File: src/rtl/pipe_hazard_ctrl_pkg.sv
// Shared encodings for the pipeline hazard/redirect controller.
package pipe_hazard_ctrl_pkg;

  typedef logic [1:0] pc_sel_t;

  localparam pc_sel_t PC_SEQ = 2'd0;
  localparam pc_sel_t PC_BR  = 2'd1;
  localparam pc_sel_t PC_JMP = 2'd2;
  localparam pc_sel_t PC_JR  = 2'd3;

  typedef enum logic [1:0] {
    ST_WARMUP = 2'd0,
    ST_RUN    = 2'd1,
    ST_BUBBLE = 2'd2
  } hz_state_e;

endpackage

File: src/rtl/pipe_hazard_ctrl_if.sv
// Status/control bundle between the pipeline datapath (master) and the hazard controller (slave).
interface pipe_hazard_ctrl_if #(
  parameter int CNT_W = 16
);
  import pipe_hazard_ctrl_pkg::*;

  logic [4:0]       id_rs;
  logic [4:0]       id_rt;
  logic             id_jump;
  logic             ex_memtoreg;
  logic [4:0]       ex_rw;
  logic             me_branch;
  logic             me_zero;
  logic             me_pred_taken;
  logic             me_jr;
  logic             mem_busy;

  logic             pc_en;
  logic             ifid_en;
  pc_sel_t          pc_sel;
  logic             ifid_flush;
  logic             idex_flush;
  logic             exmem_flush;
  logic             warm;
  logic [CNT_W-1:0] stall_count;
  logic [CNT_W-1:0] redirect_count;

  modport master (
    output id_rs, id_rt, id_jump, ex_memtoreg, ex_rw,
           me_branch, me_zero, me_pred_taken, me_jr, mem_busy,
    input  pc_en, ifid_en, pc_sel, ifid_flush, idex_flush, exmem_flush,
           warm, stall_count, redirect_count
  );

  modport slave (
    input  id_rs, id_rt, id_jump, ex_memtoreg, ex_rw,
           me_branch, me_zero, me_pred_taken, me_jr, mem_busy,
    output pc_en, ifid_en, pc_sel, ifid_flush, idex_flush, exmem_flush,
           warm, stall_count, redirect_count
  );

endinterface

File: src/rtl/pipe_hazard_ctrl_sat_counter.sv
// Saturating up-counter with synchronous clear; holds at all-ones instead of wrapping.
module sat_counter #(
  parameter int W = 16
) (
  input  logic         clk,
  input  logic         rst,
  input  logic         inc,
  input  logic         clear,
  output logic [W-1:0] count
);

  logic [W-1:0] count_q;
  logic [W-1:0] count_d;

  always_comb begin
    count_d = count_q;
    if (clear) begin
      count_d = '0;
    end else if (inc && (count_q != '1)) begin
      count_d = count_q + 1'b1;
    end
  end

  always_ff @(posedge clk or posedge rst) begin
    if (rst) begin
      count_q <= '0;
    end else begin
      count_q <= count_d;
    end
  end

  assign count = count_q;

endmodule

File: src/rtl/pipe_hazard_ctrl.sv
// Central hazard/redirect controller: load-use interlock, mispredict and jump
// redirects, data-memory freeze, and a counted post-reset warm-up window.
module pipe_hazard_ctrl
  import pipe_hazard_ctrl_pkg::*;
#(
  parameter int WARMUP_CYCLES = 4,
  parameter int CNT_W         = 16
) (
  input  logic               clk,
  input  logic               reset,
  pipe_hazard_ctrl_if.slave  hz
);

  localparam int WU_W = (WARMUP_CYCLES > 1) ? $clog2(WARMUP_CYCLES) : 1;
  localparam logic [WU_W-1:0] WU_INIT =
    (WARMUP_CYCLES > 0) ? WU_W'(WARMUP_CYCLES - 1) : '0;
  localparam hz_state_e RST_STATE = (WARMUP_CYCLES == 0) ? ST_RUN : ST_WARMUP;

  hz_state_e        state_q, state_d;
  logic [WU_W-1:0]  wu_cnt_q, wu_cnt_d;

  logic             running;
  logic             load_use;
  logic             mispredict;
  logic             stall_inc;
  logic             redir_inc;

  logic             pc_en;
  logic             ifid_en;
  pc_sel_t          pc_sel;
  logic             ifid_flush;
  logic             idex_flush;
  logic             exmem_flush;
  logic [CNT_W-1:0] stall_count;
  logic [CNT_W-1:0] redirect_count;

  assign running    = (state_q == ST_RUN) || (state_q == ST_BUBBLE);
  assign load_use   = hz.ex_memtoreg && (hz.ex_rw != 5'd0) &&
                      ((hz.ex_rw == hz.id_rs) || (hz.ex_rw == hz.id_rt));
  assign mispredict = hz.me_branch && (hz.me_zero != hz.me_pred_taken);

  always_comb begin
    state_d     = state_q;
    wu_cnt_d    = wu_cnt_q;
    pc_en       = 1'b1;
    ifid_en     = 1'b1;
    pc_sel      = PC_SEQ;
    ifid_flush  = 1'b0;
    idex_flush  = 1'b0;
    exmem_flush = 1'b0;
    stall_inc   = 1'b0;
    redir_inc   = 1'b0;

    if (!running) begin
      // Warm-up: pipeline free-runs sequentially, every hazard input is ignored.
      if (wu_cnt_q == '0) begin
        state_d = ST_RUN;
      end else begin
        wu_cnt_d = wu_cnt_q - 1'b1;
      end
    end else if (hz.mem_busy) begin
      // Freeze holds state so a pending redirect or bubble survives the stall.
      pc_en   = 1'b0;
      ifid_en = 1'b0;
    end else begin
      state_d = ST_RUN;
      if (hz.me_jr) begin
        pc_sel      = PC_JR;
        ifid_flush  = 1'b1;
        idex_flush  = 1'b1;
        exmem_flush = 1'b1;
        redir_inc   = 1'b1;
      end else if (mispredict) begin
        pc_sel      = PC_BR;
        ifid_flush  = 1'b1;
        idex_flush  = 1'b1;
        exmem_flush = 1'b1;
        redir_inc   = 1'b1;
      end else if (load_use && (state_q == ST_RUN)) begin
        pc_en      = 1'b0;
        ifid_en    = 1'b0;
        idex_flush = 1'b1;
        stall_inc  = 1'b1;
        state_d    = ST_BUBBLE;
      end else if (hz.id_jump) begin
        pc_sel     = PC_JMP;
        ifid_flush = 1'b1;
      end
    end
  end

  always_ff @(posedge clk or posedge reset) begin
    if (reset) begin
      state_q  <= RST_STATE;
      wu_cnt_q <= WU_INIT;
    end else begin
      state_q  <= state_d;
      wu_cnt_q <= wu_cnt_d;
    end
  end

  sat_counter #(.W(CNT_W)) u_stall_cnt (
    .clk   (clk),
    .rst   (reset),
    .inc   (stall_inc),
    .clear (1'b0),
    .count (stall_count)
  );

  sat_counter #(.W(CNT_W)) u_redir_cnt (
    .clk   (clk),
    .rst   (reset),
    .inc   (redir_inc),
    .clear (1'b0),
    .count (redirect_count)
  );

  assign hz.pc_en          = pc_en;
  assign hz.ifid_en        = ifid_en;
  assign hz.pc_sel         = pc_sel;
  assign hz.ifid_flush     = ifid_flush;
  assign hz.idex_flush     = idex_flush;
  assign hz.exmem_flush    = exmem_flush;
  assign hz.warm           = running;
  assign hz.stall_count    = stall_count;
  assign hz.redirect_count = redirect_count;

endmodule

File: src/flat_wrapper.sv
// flat-port wrapper written by rule: the top's interface ports become plain ports
module pipe_hazard_ctrl_flat import pipe_hazard_ctrl_pkg::*;
#(
  parameter int WARMUP_CYCLES = 4,
  parameter int CNT_W         = 16
)
  (clk, reset, hz_id_rs, hz_id_rt, hz_id_jump, hz_ex_memtoreg, hz_ex_rw, hz_me_branch, hz_me_zero, hz_me_pred_taken, hz_me_jr, hz_mem_busy, hz_pc_en, hz_ifid_en, hz_pc_sel, hz_ifid_flush, hz_idex_flush, hz_exmem_flush, hz_warm, hz_stall_count, hz_redirect_count);
  pipe_hazard_ctrl_if #(.CNT_W(CNT_W)) hz_i ();
  input  logic clk;
  input  logic reset;
  input wire logic [$bits(hz_i.id_rs)-1:0] hz_id_rs;
  input wire logic [$bits(hz_i.id_rt)-1:0] hz_id_rt;
  input wire logic [$bits(hz_i.id_jump)-1:0] hz_id_jump;
  input wire logic [$bits(hz_i.ex_memtoreg)-1:0] hz_ex_memtoreg;
  input wire logic [$bits(hz_i.ex_rw)-1:0] hz_ex_rw;
  input wire logic [$bits(hz_i.me_branch)-1:0] hz_me_branch;
  input wire logic [$bits(hz_i.me_zero)-1:0] hz_me_zero;
  input wire logic [$bits(hz_i.me_pred_taken)-1:0] hz_me_pred_taken;
  input wire logic [$bits(hz_i.me_jr)-1:0] hz_me_jr;
  input wire logic [$bits(hz_i.mem_busy)-1:0] hz_mem_busy;
  output wire logic [$bits(hz_i.pc_en)-1:0] hz_pc_en;
  output wire logic [$bits(hz_i.ifid_en)-1:0] hz_ifid_en;
  output wire logic [$bits(hz_i.pc_sel)-1:0] hz_pc_sel;
  output wire logic [$bits(hz_i.ifid_flush)-1:0] hz_ifid_flush;
  output wire logic [$bits(hz_i.idex_flush)-1:0] hz_idex_flush;
  output wire logic [$bits(hz_i.exmem_flush)-1:0] hz_exmem_flush;
  output wire logic [$bits(hz_i.warm)-1:0] hz_warm;
  output wire logic [$bits(hz_i.stall_count)-1:0] hz_stall_count;
  output wire logic [$bits(hz_i.redirect_count)-1:0] hz_redirect_count;
  assign hz_i.id_rs = hz_id_rs;
  assign hz_i.id_rt = hz_id_rt;
  assign hz_i.id_jump = hz_id_jump;
  assign hz_i.ex_memtoreg = hz_ex_memtoreg;
  assign hz_i.ex_rw = hz_ex_rw;
  assign hz_i.me_branch = hz_me_branch;
  assign hz_i.me_zero = hz_me_zero;
  assign hz_i.me_pred_taken = hz_me_pred_taken;
  assign hz_i.me_jr = hz_me_jr;
  assign hz_i.mem_busy = hz_mem_busy;
  assign hz_pc_en = hz_i.pc_en;
  assign hz_ifid_en = hz_i.ifid_en;
  assign hz_pc_sel = hz_i.pc_sel;
  assign hz_ifid_flush = hz_i.ifid_flush;
  assign hz_idex_flush = hz_i.idex_flush;
  assign hz_exmem_flush = hz_i.exmem_flush;
  assign hz_warm = hz_i.warm;
  assign hz_stall_count = hz_i.stall_count;
  assign hz_redirect_count = hz_i.redirect_count;
  pipe_hazard_ctrl #(.WARMUP_CYCLES(WARMUP_CYCLES), .CNT_W(CNT_W)) u_core (.clk(clk), .reset(reset), .hz(hz_i));
endmodule
File: config.mk
export PLATFORM = sky130hd
export DESIGN_NAME = pipe_hazard_ctrl_flat
export DESIGN_NICKNAME = d
export VERILOG_FILES = /design/src/rtl/pipe_hazard_ctrl_pkg.sv /design/src/rtl/pipe_hazard_ctrl_if.sv /design/src/rtl/pipe_hazard_ctrl_sat_counter.sv /design/src/rtl/pipe_hazard_ctrl.sv /design/src/flat_wrapper.sv
export SDC_FILE = /design/constraint.sdc
export NUM_CORES = 1
export LEC_CHECK = 0
export ABC_AREA = 1
export BUFFER_PORTS_ARGS = -buffer_cell sky130_fd_sc_hd__buf_4
export CAP_MARGIN = 0
export CORE_MARGIN = 2
export CORE_UTILIZATION = 43
export DETAILED_ROUTE_END_ITERATION = 8
export PLACE_DENSITY = 0.78
export REMOVE_ABC_BUFFERS = 1
export SLEW_MARGIN = 30
export SYNTH_ARGS = -nofsm -noshare
export SYNTH_HDL_FRONTEND = slang
export SYNTH_SLANG_ARGS = --single-unit
export TNS_END_PERCENT = 1
File: constraint.sdc
create_clock -name clk -period 1.9 [get_ports clk]
set_clock_uncertainty 0.2 [all_clocks]
set_input_delay 0.095 -clock clk [delete_from_list [all_inputs] [get_ports clk]]
set_output_delay 0.095 -clock clk [all_outputs]
set_load 0.02 [all_outputs]
Word-level counts from Yosys, hierarchy flattened
Cells that the tools add are included.
{"block": "totals", "reg_bits": 36, "inputBits": 24, "wordCells": 66}
{"block": "classes", "addsub": 3, "n_eq_ne": 8, "muxes": 36, "bitwise": 2, "reduce_logical": 13}
{"op": "16-bit by 1-bit adder with 16-bit output, second input constant", "count": 2}
{"op": "16-bit != test, second input constant", "count": 2}
{"op": "1-bit 2-to-1 mux", "count": 24}
{"op": "2-bit 2-to-1 mux", "count": 12}
{"op": "5-bit == test", "count": 2}
{"op": "1-bit logical AND", "count": 6}
{"op": "5-bit nonzero test", "count": 1}
{"op": "2-bit AND reduction", "count": 2}
{"op": "2-bit by 1-bit == test with 1-bit output, second input constant", "count": 1}
{"op": "2-bit == test, second input constant", "count": 1}
{"op": "2-bit zero test", "count": 1}
{"op": "1-bit logical OR", "count": 2}
{"op": "2-bit != test, second input constant", "count": 1}
{"op": "1-bit inverter", "count": 2}
{"op": "2-bit nonzero test", "count": 1}
{"op": "2-bit by 1-bit subtractor with 2-bit output, second input constant", "count": 1}
{"op": "1-bit != test", "count": 1}

Logic depth before layout (Yosys ltp)
{"block": "logic_depth", "word_depth": 10, "ltp_mapped": 11, "ltp_nobuf": 11}

Cells and area by module
From an unflattened synthesis, not the netlist that was laid out.
{"block": "unflattened", "cells_unflattened": 418, "area_unflattened_um2": 2712.6}
{"mod": "sat_counter", "n_inst": 2, "cells_each": 159, "area_each_um2": 1083.5}
{"mod": "pipe_hazard_ctrl", "n_inst": 1, "cells_each": 100, "area_each_um2": 545.5}

Worst setup path before layout
No wires, ideal clock.
{"block": "synth_path", "kind": "reg2reg", "start": "register u_core.u_stall_cnt.count_q[0], in the netlist u_core.u_stall_cnt.count[0]", "end": "register u_core.u_stall_cnt.count_q[11], in the netlist u_core.u_stall_cnt.count[11]", "setup_ps": 121, "arrival_time_ps": 1609, "path_slack_ps": -30, "stages_incl_launch_ff": 11, "n_path_buf": 2, "period_less_slack_ps": 1930, "path_cell_list": "dfrtp_1 ha_1 nand3_1 inv_1 nand2_1 inv_1 and3_1 buf_4 buf_6 o21bai_1 nand2_1"}
{"block": "synth_between", "elab_chain_len": 2, "word_cells_on_any_way": 3}
{"item": "from (decl)", "line_no": "pipe_hazard_ctrl_sat_counter.sv:12", "rtl": "logic [W-1:0] count_q;"}
{"item": "from (signal assigned)", "line_no": "pipe_hazard_ctrl_sat_counter.sv:28", "rtl": "count_q <= count_d;"}
{"item": "parallel branches: the longest is 2 deep, another holds 16-bit by 1-bit adder with 16-bit output"}
Several ways; the timed one is not identified.
A chain may end at the register's enable or synchronous reset.

Worst setup path after layout
{"block": "layout_path", "start": "register u_core.state_q[1]", "end": "output port hz_idex_flush"}
{"block": "layout_between", "elab_chain_len": 7, "word_cells_on_any_way": 9}
{"item": "from (decl)", "line_no": "pipe_hazard_ctrl.sv:19", "rtl": "hz_state_e state_q, state_d;"}
{"item": "from (signal assigned)", "line_no": "pipe_hazard_ctrl.sv:97", "rtl": "state_q <= state_d;"}
{"item": "2-bit by 1-bit == test with 1-bit output", "line_no": "pipe_hazard_ctrl.sv:37, pipe_hazard_ctrl.sv:79"}
{"item": "1-bit logical AND", "line_no": "pipe_hazard_ctrl.sv:79", "rtl": "end else if (load_use && (state_q == ST_RUN)) begin"}
{"item": "1-bit 2-to-1 mux", "line_no": "pipe_hazard_ctrl.sv:79"}
{"item": "1-bit 2-to-1 mux", "line_no": "pipe_hazard_ctrl.sv:73", "rtl": "end else if (mispredict) begin"}
{"item": "1-bit 2-to-1 mux", "line_no": "pipe_hazard_ctrl.sv:67", "rtl": "if (hz.me_jr) begin"}
{"item": "1-bit 2-to-1 mux", "line_no": "pipe_hazard_ctrl.sv:61", "rtl": "end else if (hz.mem_busy) begin"}
{"item": "1-bit 2-to-1 mux (*)", "line_no": "pipe_hazard_ctrl.sv:54", "rtl": "if (!running) begin"}
{"item": "to (decl)", "line_no": "flat_wrapper.sv:25", "rtl": "output wire logic [$bits(hz_i.idex_flush)-1:0] hz_idex_flush;"}
Every way passes the cells marked *; elsewhere a longest branch is shown, timed or not.

==> metrics <==
CTS tree=built; hold worst-path end=u_core.u_stall_cnt.count[2]$_DFFE_PP0P_; status=finished clean; area leader, netlist=dfrtp_1; Die Span Y=80.9 µm; initial antenna violation count=0; hold slack final=0.101 ns; share of cells above drive strength 1=27.1%; Finished Cell Area=3260 µm²; n_diodes=0; Leak=1.77 nW; most frequent cells in the layout=nand2_1, buf_4, inv_1; clk sinks=36; Die Footprint=6540 µm²; fin crit period=1.84 ns; Final Max Tran Viols=0; CTS Buf Count=5; Post-DRT Antenna Nets=0; RR Endpoint=u_core.u_stall_cnt.count[6]$_DFFE_PP0P_; top cell type's share of synthesized area=33.5%; core footprint=5610 µm²; fmax=544 MHz; CTS clk-pin slew, worst paths=0.07 ns; VDD IR max=821 µV; drt initial violations=145; clock buffer depth=2; fin nets=447; CP dominant cell by count=inv_2; CTS H-tree lvls=2; area grow syn2layout=28.1%; Pwr Total=2.21 mW; worst-path cell chain=inv_2 -> ha_4 -> nor2_4 -> buf_6 -> inv_2 -> o21ai_1 -> buf_4; Post-Synthesis Cell Area=2540 µm²; WHS Path Cells=6; endpoints failing setup=0; RSZ-0062 raised after global routing=yes; top cell family by delay on the critical path=buffers and inverters; pre-CTS setup slack=-0.0580 ns; Crit path required time=1.60 ns; largest net degree at the start of global routing=37; IO Count=64; gr usage total=20.2%; P per Cell Area=680 nW/µm²; #FFs+latches synth=36; row count=27; DR DRC count=0; vias in the first global route=2413; hold wc startpoint=hz_me_jr; vias per std cell=4.98; headroom to the max-slew limit=68.4%; part of the cycle the worst path needs=96.8%; Final Instance Count excl. Fillers=492; first-pass GRT wire length=10500 µm; FF-to-FF Start=u_core.state_q[1]$_DFFE_PP0P_; Vias=2450; Cells after DPL=483; Data arrival, critical path=1.54 ns; Syn Inst Count=344; Sum Neg Setup Slack=0 ns; drt first pass iters=4; Area after DPL=3110 µm²; post-detailed-route wirelength per cell=12.6 µm; gpl congestion=0.918; hold crit path type=in2reg; Reg2Reg Setup Slack=0.11 ns; root buf cell=clkbuf_8; most common cell after layout, fill and taps aside=nand2_1; Port-buffer cells=63; Cell variety after synth=27; Final Hold Vio Count=0; CP Launch Type=register; CP max stage delay=0.37 ns; Initial Util=45.3%; grt total ovfl=0; Worst Reg2Reg Path Length in Cells=7; Worst Tran Pin Value=0.474 ns; Seq/Total Area, Yosys=35.5%; Finished Core Util=58.1%; max_cap viols=0; synth top area cells=dfrtp_1, nand2_1, nand3_1, inv_1, xor2_1; WL final=6200 µm; DP Wirelength=4630 µm; Skew-Pair Late Insertion Delay=0.29 ns; Die Wd=80.9 µm; CP max stage cell=dfrtp_1; WS Path Type=reg2out; setup ws final=0.0605 ns; crit-path max FO=4; YS warnings=0; kind of end point of the critical path=primary output; Mean Syn Cell Area=7.39 µm²; worst path bufs/invs=4
-- worst reg2reg max path: stages (launching register included) --
cell      delay, ns
dfrtp_1        0.37
inv_2          0.07
ha_4           0.21
nor2_4         0.12
buf_6          0.12
nand4_4        0.27
o21bai_1       0.25
nand2_1        0.07
-- synth_stat cells --
cell and instances:
nand3_1 41, nor3_2 2, buf_8 1, inv_2 3, and2_1 1, o21bai_1 16, nand2_1 86, buf_6 4
buf_4 3, and3_1 1, nand4_4 1, dfrtp_1 34, xnor2_1 7, xor2_1 21, nor2_2 4, nor2_4 2
inv_1 51, nand3_4 1, o21ai_2 1, nand2_2 4, nand4_1 4, ha_1 4, nor3_1 10, nor2_1 27
nor2_8 1, dfstp_2 2, o21ai_0 12
-- where the power goes --
part | internal, mW | switching, mW | total, mW
Sequential | 0.853 | 0.125 | 0.978
Clock | 0.289 | 0.279 | 0.568
Combinational | 0.297 | 0.371 | 0.668
-- cells by family after synthesis --
logic type | after synthesis | synth area share (%)
compound gates | 29 | 7.44
xor+xnor | 28 | 9.65
fa+ha+maj | 4 | 1.97
buf+inv | 62 | 11.2
flops | 36 | 35.5
simple gates | 185 | 34.2
-- worst max-delay path by stage --
stage / from / to / slack [ns] / cells after the start
final: u_core.state_q[1]$_DFFE_PP0P_ / hz_idex_flush / 0.06 / 7
after global routing: u_core.state_q[1]$_DFFE_PP0P_ / hz_pc_sel[1] / -0.02 / 7
after CTS: u_core.state_q[0]$_DFFE_PP0P_ / hz_pc_sel[1] / 0.005 / 6
after detailed placement: u_core.state_q[0]$_DFFE_PP0P_ / u_core.u_redir_cnt.count[10]$_DFFE_PP0P_ / -0.06 / 9
after global placement: u_core.state_q[0]$_DFFE_PP0P_ / u_core.u_redir_cnt.count[10]$_DFFE_PP0P_ / -0.01 / 9
after floorplan: u_core.state_q[0]$_DFFE_PP0P_ / u_core.u_redir_cnt.count[10]$_DFFE_PP0P_ / -0.11 / 9
-- registers in the layout, indices dropped and copies added, names as in the netlist --
signal and cells:
u_core.u_stall_cnt.count 16, u_core.u_redir_cnt.count 16, u_core.state_q 2, u_core.wu_cnt_q 2
-- what timing repair did --
action | 4_1_cts | 5_1_grt
setup endpoints to repair | 21 | 23
pin swaps | 1 | 3
hold endpoints to repair | 34 | 0
setup buffers | 0 | 0
hold buffers | 1 | 0
gates resized for setup | 6 | 10
-- per-layer routing --
metal	part of all wire (%)	up-vias	global-route usage, %
met2	49	78	35.2
met3	5.9	15	3.89
met1	43	1132	24.2
met4	2.1	0	8.64
met5	0	-	0
li1	-	1225	-
-- area by class of cell --
type / count / area (µm²)
fillers: 524 / 2350
multi-input cells: 246 / 1390
flip-flops and latches: 36 / 903
repair buffers: 76 / 577
inverters: 54 / 203
well taps: 72 / 90.1
clock buffers: 6 / 82.6
clock inverters: 2 / 10.0
Power figures use the tool's default switching activity.
